**src/rtl/debug_halt_ctrl_pkg.sv**
```systemverilog
// Shared encodings for the debug halt controller: panel mode switches and FSM states.
// The FSM state values double as the o_state LED codes.
package debug_halt_ctrl_pkg;

   typedef enum logic [1:0] {
      MODE_RUN   = 2'b00,
      MODE_CYCLE = 2'b01,
      MODE_INSTR = 2'b10,
      MODE_COUNT = 2'b11
   } mode_e;

   typedef enum logic [1:0] {
      ST_HALT = 2'b00,
      ST_RUN  = 2'b01,
      ST_STEP = 2'b10
   } state_e;

endpackage

```
**src/rtl/debug_halt_ctrl_btn_debounce.sv**
```systemverilog
// Synchronise and debounce one panel button; emits the stable level and a
// one-cycle registered pulse on its rising edge.
module btn_debounce #(
   parameter int SYNC_STAGES     = 2,
   parameter int DEBOUNCE_CYCLES = 16
) (
   input  logic i_clk,
   input  logic i_reset,
   input  logic i_btn,
   output logic o_level,
   output logic o_risePulse
);
   localparam int CNT_W = $clog2(DEBOUNCE_CYCLES + 1);

   logic [SYNC_STAGES-1:0] r_sync;
   logic [CNT_W-1:0]       r_cnt;
   logic                   r_level;
   logic                   r_levelD;
   logic                   r_rise;
   logic                   w_btn;

   assign w_btn       = r_sync[SYNC_STAGES-1];
   assign o_level     = r_level;
   assign o_risePulse = r_rise;

   always_ff @(posedge i_clk or posedge i_reset) begin
      if (i_reset) begin
         r_sync   <= '0;
         r_cnt    <= '0;
         r_level  <= 1'b0;
         r_levelD <= 1'b0;
         r_rise   <= 1'b0;
      end else begin
         r_sync <= {r_sync[SYNC_STAGES-2:0], i_btn};
         // any cycle matching the current level restarts the stability count
         if (w_btn == r_level) begin
            r_cnt <= '0;
         end else if (r_cnt == CNT_W'(DEBOUNCE_CYCLES - 1)) begin
            r_level <= w_btn;
            r_cnt   <= '0;
         end else begin
            r_cnt <= r_cnt + 1'b1;
         end
         r_levelD <= r_level;
         r_rise   <= r_level & ~r_levelD;
      end
   end

endmodule

```
**src/rtl/debug_halt_ctrl.sv**
```systemverilog
// Run/step/breakpoint halt controller between the front panel and the core's
// halt input. o_halt and o_state are registered from the next FSM state.
module debug_halt_ctrl
   import debug_halt_ctrl_pkg::*;
#(
   parameter int SYNC_STAGES     = 2,
   parameter int DEBOUNCE_CYCLES = 16,
   parameter int NUM_BP          = 4,
   parameter int STEP_CNT_W      = 8
) (
   input  logic                  i_clk,
   input  logic                  i_reset,
   input  logic                  i_btnStep,
   input  logic [1:0]            i_mode,
   input  logic [STEP_CNT_W-1:0] i_stepCount,
   input  logic [NUM_BP-1:0]     i_bpEnable,
   input  logic [NUM_BP-1:0]     i_bpHit,
   input  logic                  i_instrFinished,
   output logic                  o_halt,
   output logic                  o_bpHalted,
   output logic [((NUM_BP > 1) ? $clog2(NUM_BP) : 1)-1:0] o_bpIdx,
   output logic [1:0]            o_state
);
   localparam int IDX_W = (NUM_BP > 1) ? $clog2(NUM_BP) : 1;

   function automatic logic [IDX_W-1:0] f_lowestSet(input logic [NUM_BP-1:0] v);
      f_lowestSet = '0;
      for (int i = NUM_BP - 1; i >= 0; i--)
         if (v[i]) f_lowestSet = IDX_W'(i);
   endfunction

   logic [SYNC_STAGES-1:0][1:0]        r_syncMode;
   logic [SYNC_STAGES-1:0][NUM_BP-1:0] r_syncEn;
   logic [SYNC_STAGES-1:0]             r_syncVld;
   state_e                  r_state;
   mode_e                   r_stepMode;
   logic [STEP_CNT_W-1:0]   r_remaining;
   logic                    r_halt;
   logic                    r_bpHalted;
   logic [IDX_W-1:0]        r_bpIdx;

   logic                    w_btnLevel;
   logic                    w_btnRise;
   logic                    w_stepPulse;
   mode_e                   w_mode;
   logic [NUM_BP-1:0]       w_bpMask;
   logic                    w_bpTrig;
   logic                    w_syncVld;

   btn_debounce #(
      .SYNC_STAGES    (SYNC_STAGES),
      .DEBOUNCE_CYCLES(DEBOUNCE_CYCLES)
   ) u_btnStep (
      .i_clk      (i_clk),
      .i_reset    (i_reset),
      .i_btn      (i_btnStep),
      .o_level    (w_btnLevel),
      .o_risePulse(w_btnRise)
   );

   // the level qualifier only matters at DEBOUNCE_CYCLES=1, where a level can drop right after rising
   assign w_stepPulse = w_btnRise & w_btnLevel;
   assign w_mode      = mode_e'(r_syncMode[SYNC_STAGES-1]);
   assign w_bpMask    = i_bpHit & r_syncEn[SYNC_STAGES-1];
   assign w_bpTrig    = |w_bpMask;
   assign w_syncVld   = r_syncVld[SYNC_STAGES-1];

   assign o_halt     = r_halt;
   assign o_bpHalted = r_bpHalted;
   assign o_bpIdx    = r_bpIdx;
   assign o_state    = r_state;

   always_ff @(posedge i_clk or posedge i_reset) begin
      if (i_reset) begin
         r_syncMode <= '0;
         r_syncEn   <= '0;
         r_syncVld  <= '0;
      end else begin
         r_syncMode <= {r_syncMode[SYNC_STAGES-2:0], i_mode};
         r_syncEn   <= {r_syncEn[SYNC_STAGES-2:0], i_bpEnable};
         r_syncVld  <= {r_syncVld[SYNC_STAGES-2:0], 1'b1};
      end
   end

   // HALT ignores the switches until the synchronisers hold post-reset samples,
   // so the all-zero reset value (which reads as RUN) cannot start the core.
   always_ff @(posedge i_clk or posedge i_reset) begin
      if (i_reset) begin
         r_state     <= ST_HALT;
         r_halt      <= 1'b1;
         r_bpHalted  <= 1'b0;
         r_bpIdx     <= '0;
         r_remaining <= '0;
         r_stepMode  <= MODE_RUN;
      end else begin
         case (r_state)
            ST_HALT: begin
               if (w_syncVld) begin
                  if (w_stepPulse) begin
                     r_bpHalted <= 1'b0;
                     r_stepMode <= w_mode;
                     r_halt     <= 1'b0;
                     case (w_mode)
                        MODE_RUN:   r_state <= ST_RUN;
                        MODE_CYCLE: begin
                           r_state     <= ST_STEP;
                           r_remaining <= '0;
                        end
                        MODE_INSTR: begin
                           r_state     <= ST_STEP;
                           r_remaining <= STEP_CNT_W'(1);
                        end
                        default: begin
                           r_state     <= ST_STEP;
                           r_remaining <= (i_stepCount == '0) ? STEP_CNT_W'(1) : i_stepCount;
                        end
                     endcase
                  end else if (w_mode == MODE_RUN && !r_bpHalted) begin
                     r_state <= ST_RUN;
                     r_halt  <= 1'b0;
                  end
               end
            end
            ST_RUN: begin
               if (w_bpTrig) begin
                  r_state    <= ST_HALT;
                  r_halt     <= 1'b1;
                  r_bpHalted <= 1'b1;
                  r_bpIdx    <= f_lowestSet(w_bpMask);
               end else if (w_mode != MODE_RUN) begin
                  r_state <= ST_HALT;
                  r_halt  <= 1'b1;
               end
            end
            ST_STEP: begin
               if (w_bpTrig) begin
                  r_state    <= ST_HALT;
                  r_halt     <= 1'b1;
                  r_bpHalted <= 1'b1;
                  r_bpIdx    <= f_lowestSet(w_bpMask);
               end else if (w_mode != r_stepMode || r_stepMode == MODE_CYCLE) begin
                  r_state <= ST_HALT;
                  r_halt  <= 1'b1;
               end else if (i_instrFinished) begin
                  if (r_remaining == STEP_CNT_W'(1)) begin
                     r_state <= ST_HALT;
                     r_halt  <= 1'b1;
                  end
                  if (r_remaining != '0) r_remaining <= r_remaining - 1'b1;
               end
            end
            default: begin
               r_state <= ST_HALT;
               r_halt  <= 1'b1;
            end
         endcase
      end
   end

endmodule

```
**config.mk**
```make
export PLATFORM = sky130hd
export DESIGN_NAME = debug_halt_ctrl
export DESIGN_NICKNAME = d
export VERILOG_FILES = /design/src/rtl/debug_halt_ctrl_pkg.sv /design/src/rtl/debug_halt_ctrl_btn_debounce.sv /design/src/rtl/debug_halt_ctrl.sv
export SDC_FILE = /design/constraint.sdc
export NUM_CORES = 1
export LEC_CHECK = 0
export BUFFER_PORTS_ARGS = -buffer_cell sky130_fd_sc_hd__clkbuf_2
export CAP_MARGIN = 20
export CORE_UTILIZATION = 35
export DETAILED_ROUTE_END_ITERATION = 6
export SETUP_SLACK_MARGIN = 0.2
export SLEW_MARGIN = 20
export SYNTH_ARGS = -nofsm -noshare
export SYNTH_HDL_FRONTEND = slang
export SYNTH_SLANG_ARGS = --single-unit
```
**constraint.sdc**
```tcl
create_clock -name i_clk -period 2.25 [get_ports i_clk]
set_input_delay 0 -clock i_clk [delete_from_list [all_inputs] [get_ports i_clk]]
set_output_delay 0 -clock i_clk [all_outputs]
set_load 0.05 [all_outputs]
```
======== Word level (Yosys, flattened, before mapping) ========
Cells that the tools add are included.
storage, ports and cells
  bits of input ports ..................... 22
  bits in registers ....................... 40
cells by class
  bitwise operators ....................... 5
  add/sub/neg operators ................... 2
  equal/unequal tests ..................... 21
  multiplexer cells ....................... 40
  reductions and logical operators ........ 18
operators with widths
  operator                                           count
  two-way mux 8 bit                                  7
  two-way mux 2 bit                                  14
  one-hot mux 8 bit (3 select lines)                 1
  one-hot mux 8 bit (2 select lines)                 1
  inequality test 2 bit (second input constant)      7
  two-way mux 1 bit                                  12
  two-way mux 5 bit                                  2
  == test 8 x 1 -> 1 bit (second input constant)     1
  zero test 8 bit                                    1
  inequality test 4 bit (second input constant)      2
  AND reduction 8 bit                                1
  nonzero test 8 bit                                 1
  subtractor 8 x 1 -> 8 bit (second input constant)  1
  == test 2 x 1 -> 1 bit (second input constant)     3
  inequality test 3 bit (second input constant)      2
  one-hot mux 2 bit (3 select lines)                 1
  nonzero test 2 bit                                 3
  adder 5 x 1 -> 5 bit (second input constant)       1
  == test 5 x 4 -> 1 bit (second input constant)     1
  AND reduction 5 bit                                1
  bitwise AND 4 bit                                  1
  == test 2 bit (second input constant)              2
  zero test 2 bit                                    2
  AND reduction 2 bit                                2
  other kinds (14)                                   16

======== Logic depth before layout (Yosys ltp) ========
  word-level depth ........................ 6
  depth in mapped cells ................... 8

======== Hierarchy ========
A second synthesis with hierarchy kept.
second synthesis, totals
  cell total of the unflattened synthesis .. 179
  area total of the unflattened synthesis .. 1931.9 µm²
modules (own cells, without submodules)
  module           area each (µm²)  instances  cells each
  debug_halt_ctrl  1564.0           1          152
  btn_debounce     367.9            1          27

======== Worst setup path after synthesis ========
Ideal clock, no wire load.
  path type ............................... flip-flop to flip-flop
  from .................................... reg r_state[0] (netlist: o_state[0])
  to ...................................... reg r_remaining[4]
  cell stages (with the launch flop) ...... 9
  arrival ................................. 1879 ps
  path buffers ............................ 1
  clock period less this slack ............ 2023 ps
  path slack .............................. 227 ps
  path through ............................ dfrtp_1 inv_1 ha_1 buf_8 nor2b_1 a31oi_1 a311oi_1 nand2b_1 o221ai_1
between the ends
  cells in the longest elaborated chain, start to end .. 3
  elaborated cells between the ends (all ways) .. 12
  those cells by class .................... eq/ne (8); mux (1); reduce/logical (3)
ends and longest elaborated chain
  element                                                                       RTL line                text
  start, declared                                                               debug_halt_ctrl.sv:35   state_e r_state;
  start signal, assigned                                                        debug_halt_ctrl.sv:89   r_state <= ST_HALT;
  start signal, assigned                                                        debug_halt_ctrl.sv:104  MODE_RUN: r_state <= ST_RUN;
  start signal, assigned                                                        debug_halt_ctrl.sv:106  r_state <= ST_STEP;
  == test 2 bit or zero test 2 bit (tied branches)                              debug_halt_ctrl.sv:96   case (r_state)
  inequality test 2 bit (no source line) or nonzero test 2 bit (tied branches)  n/a
  AND reduction 8 bit (no source line)                                          n/a
  end signal, assigned                                                          debug_halt_ctrl.sv:115  r_remaining <= (i_stepCount == '0) ? STEP_CNT_W'(1) : i_stepCount;
  end signal, assigned                                                          debug_halt_ctrl.sv:149  if (r_remaining != '0) r_remaining <= r_remaining - 1'b1;
  end, declared                                                                 debug_halt_ctrl.sv:37   logic [STEP_CNT_W-1:0] r_remaining;
Parallel ways exist; a longest one is shown, timed or not.
A chain may end at the register's enable or synchronous reset.

======== Final worst setup path ========
  from .................................... reg r_state[0] (netlist: o_state[0])
  to ...................................... reg r_state[0] (netlist: o_state[0])
between the ends
  cells in the longest elaborated chain, start to end .. 3
  elaborated cells between the ends (all ways) .. 10
  those cells by class .................... eq/ne (7); mux (1); reduce/logical (2)
ends and longest elaborated chain
  element                                                         RTL line
  == test 2 bit (tied with other cells)                           debug_halt_ctrl.sv:96
  inequality test 4 bit (no source line) (tied with other cells)  n/a
  AND reduction 5 bit (no source line)                            n/a
Parallel ways exist; a longest one is shown, timed or not.

==> metrics.md <==
| Metric | Value |
|---|---|
| Seq/Total Area, Yosys | 0.513 |
| Clock Latency Late Sink | 0.29 ns |
| Area after DPL | 2170 sq um |
| Area growth, synth to finish | 23.2% |
| I/O pin count | 28 |
| Pwr Total | 1.50 mW |
| Clk_skew | 0.00837 ns |
| FFs w/ async S/R, synth | 1.00 |
| Top cell by count, worst path | inv_1 |
| IO Port Bufs | 27 |
| Synthesis Warnings | 0 |
| Global route overflow | 0 |
| Maximum number of pins on one net before global-route repair | 41 |
| Syn nets | 207 |
| Final Util | 0.459 |
| GRT Total Usage | 0.148 |
| Initial antenna violation count | 0 |
| Sequential share of power | 0.503 |
| DR vias/cell | 5.09 |
| Critical path launch point type | flop |
| RSZ-0062 raised after global routing | false |
| Req. time, crit path | 2.46 ns |
| Worst VDD drop | 0.471 mV |
| Fillcell total | 478 |
| Routed via count | 1,487 |
| Largest family of logic cells by synthesized area | compound AO/OA/AOI/OAI gates |
| Slowest-stage cell, CP | dfrtp_1 |
| Leakage | 1.14 nW |
| Core Region | 5240 sq um |
| CP Cell Sequence | inv_1 > ha_2 > inv_1 > o31a_1 > o21ai_1 > mux2i_1 |
| Worst flop-to-flop path startpoint | o_state[0] |
| Final setup viols | 0 |
| Synth Area in Adders | 0.0577 |
| Clock transition at path regs | 0.08 ns |
| P_int | 1.16 mW |
| Mapped Area | 1950 sq um |
| Hold Crit Class | in -> reg |
| CTS sink cnt | 40 |
| Worst Path Class, Setup | reg -> reg |
| CTS tree | done |
| Synthesized flop and latch total | 40 |
| Post-synthesis simple-gate area fraction | 0.165 |
| Post-Layout Inst Area | 2410 sq um |
| Max Cap Violations | 0 |
| Crit path arrival time | 2.08 ns |
| Post-Synth XOR/XNOR Area | 0.0179 |
| Crit path max-delay family | compound AO/OA/AOI/OAI gates |
| Synth Area in Compound Gates | 0.172 |
| Initial DRT Pass Iterations | 4 |
| Count of different cell masters after synthesis | 49 |
| N_diodes | 0 |
| Status | completed |
| Clock root cell | clkbuf_8 |
| CP Capture Type | flop |
| Post-route setup TNS | 0 ns |
| Max H-tree Level | 2 |
| Post-synth EDFFs | 0 |
| Max Buffers Root-to-Sink | 2 |
| Power per cell area | 623 nW/um^2 |
| Total Wirelength | 3880 um |
| Crit share post-route | 0.829 |
| Die Area | 5880 sq um |
| First-pass GRT wire length | 6870 um |
| Most frequent cells in the layout | 39 x dfrtp_1, 27 x clkbuf_2, 17 x inv_1 |
| Worst Min Path Start | i_stepCount[3] |
| Logic pwr share | 0.083 |
| Tmin final | 1.87 ns |
| Final ANT Viol Nets | 0 |
| Final Hold Fails | 0 |
| Nets | 252 |
| DR DRC count | 0 |
| Share of post-route cells with drive strength above 1 | 0.239 |
| Die width | 76.7 um |
| Routability cong. | 0.847 |
| Avg Cell Area, Syn | 11.1 sq um |
| Slowest cell delay on critical path | 0.40 ns |
| Achievable Freq | 536 MHz |
| Commonest non-fill, non-tap cell in the layout | dfrtp_1 |
| CTS Buf Count | 5 |
| Mux contribution to synthesized area | 0.0263 |
| Post-CTS setup repair buffer count | 0 |
| Sw power | 0.341 mW |
| CP bufs+invs | 2 |
| Net Sw Frac | 0.228 |
| Syn Inst Count | 176 |
| Final routed wire length divided by cell count | 13.3 um |
| Setup crit start | o_state[0] |
| Iteration-0 DRC Markers | 86 |
| Critical Path Fanout Max | 8 |
| Final HPWL DP | 2800 um |
| Pins over their slew limit | 0 |
| Vias in the first global route | 1,556 |
| Clk network pwr share | 0.413 |
| Post-synth top flop | dfrtp_1 |
| Die H | 76.7 um |
| Initial Util | 0.373 |
| # rows | 26 |
-- synth_stat cells (all sizes together), types with 2 or more instances --
cell     count  area [sq um]
xor2         4          35.0
nand2       10          37.5
nor2        12          45.0
a21oi        5          25.0
o41a         2          22.5
a22oi        4          30.0
or3          2          17.5
buf          2          26.3
and3         5          36.3
dfrtp       39           976
nor2b        2          12.5
o2bb2ai      3          26.3
a211oi       2          15.0
a31oi        3          18.8
ha           9           113
a21o         3          22.5
nand3        7          35.0
nor3         4          42.5
nor4         2          27.5
o21ai        9          45.0
nand4        4          25.0
a22o         2          18.8
a32oi        2          17.5
o31a         2          26.3
mux2i        4          40.0
nand2b       2          12.5
inv         17          63.8
-- stage by stage --
| stage | hold WS (ns) | setup slack (ns) | instances |
|---|---|---|---|
| global placement | 0.108 | 0.347 | 274 |
| floorplan | 0.0314 | 0.227 | 176 |
| CTS | 0.0419 | 0.308 | 292 |
| finish | 0.0343 | 0.384 | 292 |
| detailed placement | 0.110 | 0.320 | 274 |
| global route | 0.0630 | 0.223 | 292 |
-- worst register-to-register path, delay by kind of cell, from the launching register on --
kind | cells | cell delay [ns]
muxes | 1 | 0.25
DFF | 1 | 0.40
buffers and inverters | 2 | 0.27
adders and majority gates | 1 | 0.26
AOI/OAI and AO/OA | 2 | 0.61
-- registers in the layout, indices dropped and copies added (netlist names) --
signal                 count
r_syncEn                   8
u_btnStep.r_sync           2
r_stepMode                 2
u_btnStep.r_levelD         1
u_btnStep.o_level          1
o_halt                     1
u_btnStep.r_cnt            5
o_state                    2
w_mode                     2
r_syncVld                  2
r_remaining                8
u_btnStep.o_risePulse      1
o_bpIdx                    2
r_syncMode                 2
o_bpHalted                 1
-- cell type report --
cell class | instances | area (sq um) | area share
sequential | 40 | 1000 | 0.417
multi-input combinational | 117 | 873 | 0.363
timing repair buffer | 40 | 258 | 0.107
tap | 70 | 87.6 | 0.0364
clock buffer | 6 | 82.6 | 0.0343
inverter | 17 | 63.8 | 0.0265
clock inverter | 2 | 38.8 | 0.0161
-- kinds of logic after synthesis --
| kind of cell | after synthesis |
|---|---|
| and+or+nand+nor | 54 |
| AOI/OAI and AO/OA | 44 |
| other | 1 |
| xor gates and xnor gates | 4 |
| muxes | 5 |
| adders and majority gates | 9 |
| DFF | 40 |
| buffers and inverters | 19 |
-- power groups by stage --
stage | combinational, mW | clock, mW | sequential (mW)
after floorplan | 0.0558 | 0 | 0.781
after global placement | 0.112 | 0 | 0.768
after detailed placement | 0.112 | 0 | 0.768
after CTS | 0.126 | 0.634 | 0.754
after global routing | 0.139 | 0.674 | 0.757
final | 0.125 | 0.619 | 0.754
-- worst paths after layout --
| check | end | slack, ns | depth (start not counted) |
|---|---|---|---|
| min | r_remaining[3] | 0.03 | 3 |
| max reg2reg | o_state[0] | 0.38 | 6 |
| max | o_state[0] | 0.38 | 6 |
| min reg2reg | r_syncVld[1] | 0.35 | 0 |
| max in group asynchronous | o_halt | 1.55 | 4 |
| min in group asynchronous | r_remaining[1] | 0.35 | 4 |
-- routing by layer --
layer  GRT usage  vias up  share of wire
met5           0        -              0
met4      0.0577        0         0.0059
met3      0.0440        2          0.051
met2       0.222       38           0.46
met1       0.200      711           0.48
li1            -      736              -
-- timing repair --
action / CTS / global route
gates resized for setup: 0 / 3
endpoints found under the setup margin: 0 / 5
hold buffers: 10 / 0
hold endpoints to repair: 48 / 0
No activity file was read; power rests on OpenSTA's default activity.
